<file path="config.mk">
export PLATFORM = sky130hd
export DESIGN_NAME = pipeline_hazard_ctrl
export DESIGN_NICKNAME = d
export VERILOG_FILES = /design/src/rtl/pipeline_hazard_ctrl.sv
export SDC_FILE = /design/constraint.sdc
export NUM_CORES = 1
export LEC_CHECK = 0
export CORE_UTILIZATION = 40
export DETAILED_ROUTE_END_ITERATION = 10
export PLACE_DENSITY = 0.8
export SYNTH_ARGS = -nofsm -noshare
export SYNTH_HDL_FRONTEND = slang
export SYNTH_SLANG_ARGS = --single-unit
</file>
<file path="constraint.sdc">
create_clock -name clk -period 3.6 [get_ports clk]
set_clock_uncertainty 0.2 [all_clocks]
set_input_delay 0.54 -clock clk [delete_from_list [all_inputs] [get_ports clk]]
set_output_delay 0.54 -clock clk [all_outputs]
set_load 0.01 [all_outputs]
</file>
<file path="src/rtl/pipeline_hazard_ctrl.sv">
// Stall/flush sequencer for the 5-stage pipeline: load-use bubbles, taken-branch flushes,
// multi-cycle EX holds with timeout, and saturating stall/flush performance counters.
module pipeline_hazard_ctrl #(
    parameter int unsigned CNT_W      = 16,
    parameter int unsigned MC_TIMEOUT = 64
) (
    input  logic             clk,
    input  logic             reset,
    input  logic [4:0]       id_rs1,
    input  logic [4:0]       id_rs2,
    input  logic             id_uses_rs1,
    input  logic             id_uses_rs2,
    input  logic             ex_mem_read,
    input  logic [4:0]       ex_rd,
    input  logic             ex_branch_taken,
    input  logic             ex_mc_start,
    input  logic             mc_done,
    output logic             pc_write,
    output logic             ifid_write,
    output logic             idex_write,
    output logic             ifid_flush,
    output logic             idex_flush,
    output logic             exmem_flush,
    output logic             mc_busy,
    output logic             mc_timeout,
    output logic [CNT_W-1:0] stall_cycles,
    output logic [CNT_W-1:0] flush_events
);

    localparam int unsigned MC_CNT_W = $clog2(MC_TIMEOUT + 1);

    typedef enum logic {
        RUN,
        MC_WAIT
    } state_t;

    state_t              state;
    state_t              state_nxt;
    logic [MC_CNT_W-1:0] mc_cnt;
    logic [MC_CNT_W-1:0] mc_cnt_nxt;
    logic                load_use;
    logic                flush_inc;
    logic                timeout_set;

    // x0 is hard-wired zero, so a load targeting it can never be a producer.
    assign load_use = ex_mem_read && (ex_rd != 5'd0) &&
                      ((id_uses_rs1 && (id_rs1 == ex_rd)) ||
                       (id_uses_rs2 && (id_rs2 == ex_rd)));

    always_ff @(posedge clk or negedge reset) begin
        if (!reset) begin
            state  <= RUN;
            mc_cnt <= '0;
        end else begin
            state  <= state_nxt;
            mc_cnt <= mc_cnt_nxt;
        end
    end

    // Next state and same-cycle pipeline controls; reset forces a free-running pipeline.
    always_comb begin
        state_nxt   = state;
        mc_cnt_nxt  = mc_cnt;
        pc_write    = 1'b1;
        ifid_write  = 1'b1;
        idex_write  = 1'b1;
        ifid_flush  = 1'b1;
        idex_flush  = 1'b1;
        exmem_flush = 1'b1;
        mc_busy     = 1'b0;
        flush_inc   = 1'b0;
        timeout_set = 1'b0;

        if (reset) begin
            case (state)
                RUN: begin
                    if (ex_branch_taken) begin
                        ifid_flush = 1'b0;
                        idex_flush = 1'b0;
                        flush_inc  = 1'b1;
                    end else if (ex_mc_start) begin
                        pc_write    = 1'b0;
                        ifid_write  = 1'b0;
                        idex_write  = 1'b0;
                        exmem_flush = 1'b0;
                        state_nxt   = MC_WAIT;
                        mc_cnt_nxt  = MC_CNT_W'(1);
                    end else if (load_use) begin
                        pc_write   = 1'b0;
                        ifid_write = 1'b0;
                        idex_flush = 1'b0;
                    end
                end
                MC_WAIT: begin
                    // Done wins over a coincident timeout, so the error flag stays clear.
                    if (mc_done || (mc_cnt == MC_CNT_W'(MC_TIMEOUT))) begin
                        state_nxt   = RUN;
                        mc_cnt_nxt  = '0;
                        timeout_set = !mc_done;
                    end else begin
                        mc_busy     = 1'b1;
                        pc_write    = 1'b0;
                        ifid_write  = 1'b0;
                        idex_write  = 1'b0;
                        exmem_flush = 1'b0;
                        mc_cnt_nxt  = mc_cnt + MC_CNT_W'(1);
                    end
                end
                default: state_nxt = RUN;
            endcase
        end
    end

    // Saturating performance counters and sticky timeout flag.
    always_ff @(posedge clk or negedge reset) begin
        if (!reset) begin
            stall_cycles <= '0;
            flush_events <= '0;
            mc_timeout   <= 1'b0;
        end else begin
            if (!pc_write && (stall_cycles != '1))
                stall_cycles <= stall_cycles + CNT_W'(1);
            if (flush_inc && (flush_events != '1))
                flush_events <= flush_events + CNT_W'(1);
            if (timeout_set)
                mc_timeout <= 1'b1;
        end
    end

endmodule

</file>
==> impl_metrics.toml, run 1 <==
[run_status]
status = "finished clean"

[clock_tree]
cts_resized = 0
cts_tree = "built"
postCtsHoldBufs = 0
clockBufferDepth = 2
clock_sinks = 41
postCtsSetupBuffers = 0
clk_latency_ns = 0.29
clk_pin_slew_ns = 0.08
numCtsBuffers = 5
htreeDepth = 2
ctsRootBufferMaster = "clkbuf_8"

[die]
die_x_microns = 76.2
row_count = 26
die_height_microns = 76.2
start_util_pct = 42.3
coreArea_sq_mm = 0.00520
dieArea_sq_mm = 0.00580
num_io_pins = 63

[route]
drc_errors = 0
wire_per_inst_microns = 13.2
num_vias = 1759
via_per_inst = 4.97
route.met2.wl_microns = 2320
dr.pass1.iters = 4
top_layer = "met4"
wl_met1_microns = 2110
wl_microns = 4660
drtAntennaViolNets = 0
met3_wirelength_microns = 185
drt_iter0_markers = 56

[power_and_ir_drop]
p_per_area_mw_per_mm2 = 451
p_leak_nw = 1.28
ir_drop_uv = 325

[finish]
final_core_util_pct = 57.9
areaGrowthSynthToFinish_pct = 36.9
drive_above_1_share_pct = 8.45
n_fill_cell = 467
nNetsFinal = 310
diodes = 0

[timing]
finalCriticalPeriod_ns = 3.37
worst_pin_slew_ns = 0.535
finalHoldViolCount = 0
max_freq_ghz = 0.296
final_max_slew_viol_count = 0
setup_viol = 0
setup_tns_ns = 0
grt_setup_unrepaired = "false"
min_period_over_period_pct = 93.7
maxSlewHeadroom_pct = 64.4

[setup_path]
arrival_ns = 2.63
crit_fanout = 4
rr_worst_depth = 6
cp.required_ns = 2.86
critical-path-slowest-cell = "clkdlybuf4s50_1"
slowest_delay_ns = 0.58
endpoint_kind = "primary output"
rr_startpoint = "stall_cycles[0]"
worstSetupStartpointType = "primary input"
cpMostUsedCell = "clkdlybuf4s50_1"
regToRegSetupSlack_ns = 1.12
r2r_end = "stall_cycles[1]"
worstPathCellList = "clkdlybuf4s50_1 > or4_1 > o21a_2 > a31oi_4 > clkdlybuf4s50_1"
crit_type = "primary input to primary output"

[min_path]
min_path_type = "primary input to asynchronous set/reset pin"

[logic_synthesis]
synth_top_area_share_pct = 46.6
ys_types = 44
synth_area_leaders = "dfrtp_1 47%, xnor2_1 9.2%, xor2_1 7.6%"
ys_seq_area_share_pct = 46.6
synth_cells = 213
synth_area_sq_mm = 0.00220
ys_seq_elements = 41
synth_edf_count = 0
synth.top_cells.by_count = "41 x dfrtp_1, 23 x nor2_1, 23 x xnor2_1"
yosys_warnings = 0
synth_flop_cell = "dfrtp_1"
syn_area_per_cell_sq_um = 10.3
async_flop_share_pct = 100
syn_nets = 240
synth_top_area_cell = "dfrtp_1"
synth_most_common_cell = "dfrtp_1"

[global_routing]
grt_start_max_net_pins = 45
antenna_found_initial = 0
grt_pass1_wl_microns = 8270
grt_pass1_vias = 1799
grt_use_total_pct = 17.4
overflow = 0

[run]
cap_viol_max_count = 0

[placement]
io_buffers = 62
dpl.hpwl_microns = 3480
place.gp.congestion = 0.795
## area by class of cell
class                           instances  area, sq um  area share [%]
Timing Repair Buffer                   65          638            21.2
Tap cell                               70         87.6            2.91
Multi-Input combinational cell        163         1130            37.6
Sequential cell                        41         1030            34.1
Clock inverter                          1         5.00           0.166
Inverter                                7         26.3           0.872
Clock buffer                            7         96.3            3.20
## layout by cell type (no fill, tap or decap), drive strengths merged, types with 7 or more instances in the layout
cell	instances
xor2	19
nand2	20
inv	7
nand3	11
nor2	24
xnor2	23
clkbuf	7
nand4	11
clkdlybuf4s50	61
dfrtp	41
## worst max-delay path, delay by kind of cell
kind | cells | cell delay [ns]
buffers and inverters | 2 | 1.05
AOI/OAI and AO/OA | 2 | 0.48
and+or+nand+nor | 1 | 0.56
## worst max path at each step
| stage | start | end | slack, ns |
|---|---|---|---|
| 2_1_floorplan | ex_rd[1] | pc_write | 1.09 |
| 3_3_place_gp | ex_rd[1] | ifid_write | 0.26 |
| 3_5_place_dp | ex_rd[1] | ifid_write | 0.21 |
| 4_1_cts | ex_rd[1] | ifid_write | 0.20 |
| 5_1_grt | ex_rd[1] | idex_flush | 0.12 |
| 6_report | ex_rd[1] | ifid_write | 0.23 |
## power breakdown
part / internal [W] / switching [W] / leakage (nW)
Sequential: 0.000537 / 0.000107 / 0.545
Clock: 0.000173 / 0.000153 / 0.0542
Combinational: 0.000225 / 0.000165 / 0.683
## registers in the layout, summed over array words and instances (netlist names)
name          count
stall_cycles     16
mc_timeout        1
flush_events     16
mc_cnt            7
state             1
## kinds of logic (layout without fill, tap and decap cells)
logic type	after synthesis	in the layout	synth area share, %
simple gates	93	93	22.4
xor+xnor	42	42	16.7
flops	41	41	46.6
compound gates	20	20	7.91
buf+inv	9	80	1.88
fa+ha+maj	4	4	2.28
mux	4	4	2.22
## stage by stage
step                instance area, sq um  hold slack (ns)  cells  worst slack [ns]  power [W]
finish                              3010            0.139    354             0.227    0.00136
global route                        3010            0.180    354             0.116    0.00145
CTS                                 3010            0.150    354             0.203    0.00138
detailed placement                  2910            0.267    346             0.206    0.00104
global placement                    2910            0.259    346             0.256    0.00103
floorplan                           2200           0.0444    213              1.09   0.000821
## routing by layer
metal | vias to the layer above | track usage (%)
met5 | - | 0
met4 | 0 | 5.00
met3 | 6 | 4.31
met2 | 36 | 29.6
met1 | 839 | 21.8
li1 | 878 | -
Note: power is estimated with default switching activity, not from simulation.
==> run 2, diff against run 1 <==
CAP_MARGIN = 20   (was not set)
CORE_UTILIZATION = 51   (was 40)
PLACE_DENSITY = 0.95   (was 0.8)
==> run 2 against run 1 <==
Sequential share of layout area up 0.23 points. Via count up 3.7%. First-iteration DRC count up 86%. Hold slack better by 0.15 ns. Final cell count down 5.4%. Non-clock buffer count up 1. Critical path type unchanged. Critical endpoint is now pc_write. Largest power group unchanged. Highest routed layer unchanged.
==> impl_metrics.toml, run 2 (synthesized netlist as in run 1, its figures left out) <==
[setup_path]
critPathTopFamily = "buffers and inverters"
worstSetupStartpointType = "primary input"
crit_type = "primary input to primary output"
startpoint = "reset"
crit_fanout = 8
r2r_end = "stall_cycles[1]"
cp_num_cells = 7
crit_end = "pc_write"
endpoint_kind = "primary output"
regToRegSetupSlack_ns = 1.13
arrival_ns = 2.67
worstPathCellList = "dlygate4sd3_1 > buf_2 > nor2b_1 > and2b_1 > a21o_1 > a31oi_4 > clkdlybuf4s50_1"
slowest_delay_ns = 0.58
path_buf_inv = 3
rr_startpoint = "stall_cycles[0]"
rr_worst_depth = 6
critical-path-slowest-cell = "clkdlybuf4s50_1"
cp.required_ns = 2.86

[global_routing]
antenna_found_initial = 0
overflow = 0
grt_pass1_wl_microns = 8160
grt_pass1_vias = 1764
grt_start_max_net_pins = 23
grt_use_total_pct = 24.7

[die]
die_height_microns = 67.7
start_util_pct = 54.2
num_io_pins = 63
die_x_microns = 67.7
dieArea_sq_mm = 0.00458
coreArea_sq_mm = 0.00406
row_count = 23

[finish]
largestRegisters = "flush_events x16, stall_cycles x16, mc_cnt x7"
drive_above_1_share_pct = 8.42
multi_input_area_sq_mm = 0.00113
areaGrowthSynthToFinish_pct = 36.0
diodes = 0
layout_common_cells = "61 x clkdlybuf4s50_1, 41 x dfrtp_1, 23 x xnor2_1, 23 x nor2_1, 20 x nand2_1"
n_fill_cell = 269
final_common_cell = "clkdlybuf4s50_1"
nNetsFinal = 311
regArea_sq_mm = 0.00103
final_core_util_pct = 73.7

[timing]
finalCriticalPeriod_ns = 3.41
setup_viol = 0
setup_tns_ns = 0
max_freq_ghz = 0.293
grt_setup_unrepaired = "false"
min_period_over_period_pct = 94.7
maxSlewHeadroom_pct = 55.6
hold_ws_ns = 0.289
finalHoldViolCount = 0
worst_slack_ns = 0.190
worst_pin_slew_ns = 0.660
final_max_slew_viol_count = 0

[clock_tree]
postCtsSetupBuffers = 0
clock_sinks = 41
clk_latency_ns = 0.30
clk_pin_slew_ns = 0.07
cts_tree = "built"
htreeDepth = 2
clockBufferDepth = 2
numCtsBuffers = 5
ctsRootBufferMaster = "clkbuf_8"

[placement]
place.gp.congestion = 0.775
dpl.hpwl_microns = 3810
preCtsSetupSlack_ns = 0.238
io_buffers = 62

[run]
cap_viol_max_count = 0

[route]
wire_per_inst_microns = 15.1
num_vias = 1824
drtAntennaViolNets = 0
wl_microns = 5050
via_per_inst = 5.44
drt_iter0_markers = 104
dr.pass1.iters = 4
drc_errors = 0

[min_path]
min_path_type = "flip-flop to flip-flop"

[power_and_ir_drop]
p_leak_nw = 1.28
ir_drop_uv = 435
p_per_area_mw_per_mm2 = 455
p_total_w = 0.00136

[run_status]
status = "finished clean"
run 2: power by group:
part / internal, W / switching (W) / leakage [nW]
clock network: 0.000155 / 0.000161 / 0.0512
registers: 0.000537 / 0.000109 / 0.545
logic: 0.000227 / 0.000174 / 0.687
total: 0.000918 / 0.000443 / 1.28
run 2: repair_timing:
action                                 in CTS  in global routing
endpoints found under the hold margin       4                  0
resized for setup                           0                  0
hold buffers                                1                  0
run 2: through the flow:
step / cell area [sq um] / std cells
after floorplan: 2200 / 213
after global placement: 2890 / 326
after detailed placement: 2890 / 326
after CTS: 2990 / 335
after global routing: 2990 / 335
final: 2990 / 335
run 2: how the worst min path moves through the flow:
stage / from / to / slack, ns / cells past startpoint
CTS: stall_cycles[15] / stall_cycles[15] / 0.29 / 1
global route: stall_cycles[15] / stall_cycles[15] / 0.30 / 1
detailed placement: reset / mc_cnt[5] / 0.19 / 1
global placement: reset / mc_cnt[5] / 0.19 / 1
finish: stall_cycles[15] / stall_cycles[15] / 0.29 / 1
floorplan: reset / flush_events[0] / 0.04 / 0
run 2: worst register-to-register path, stage by stage, from the launching register on:
cell and delay, ns:
dfrtp_1 0.45, ha_1 0.20, nand3_1 0.16, or3_4 0.45
o211a_1 0.25, a2bb2oi_4 0.30, mux2_1 0.35
run 2: area by class of cell:
cell class	count	share of cell area, %
clock buffer	6	2.76
timing repair buffer	66	21.7
clock inverter	2	0.460
inverter	7	0.878
sequential	41	34.3
multi-input combinational	163	37.9
tap	50	2.09
run 2: routing by layer:
layer	wire (microns)	vias to the layer above	global-route usage [%]
met5	0	-	0
met4	85	0	10.4
met2	2620	51	40.8
met3	244	12	7.43
li1	-	872	-
met1	2110	889	29.5
==> run 3, diff against run 2 <==
ABC_CLOCK_PERIOD_IN_PS = 3600   (was not set)
==> results of run 3 <==
Final layout, timing and power as in run 2 (identical DEF).
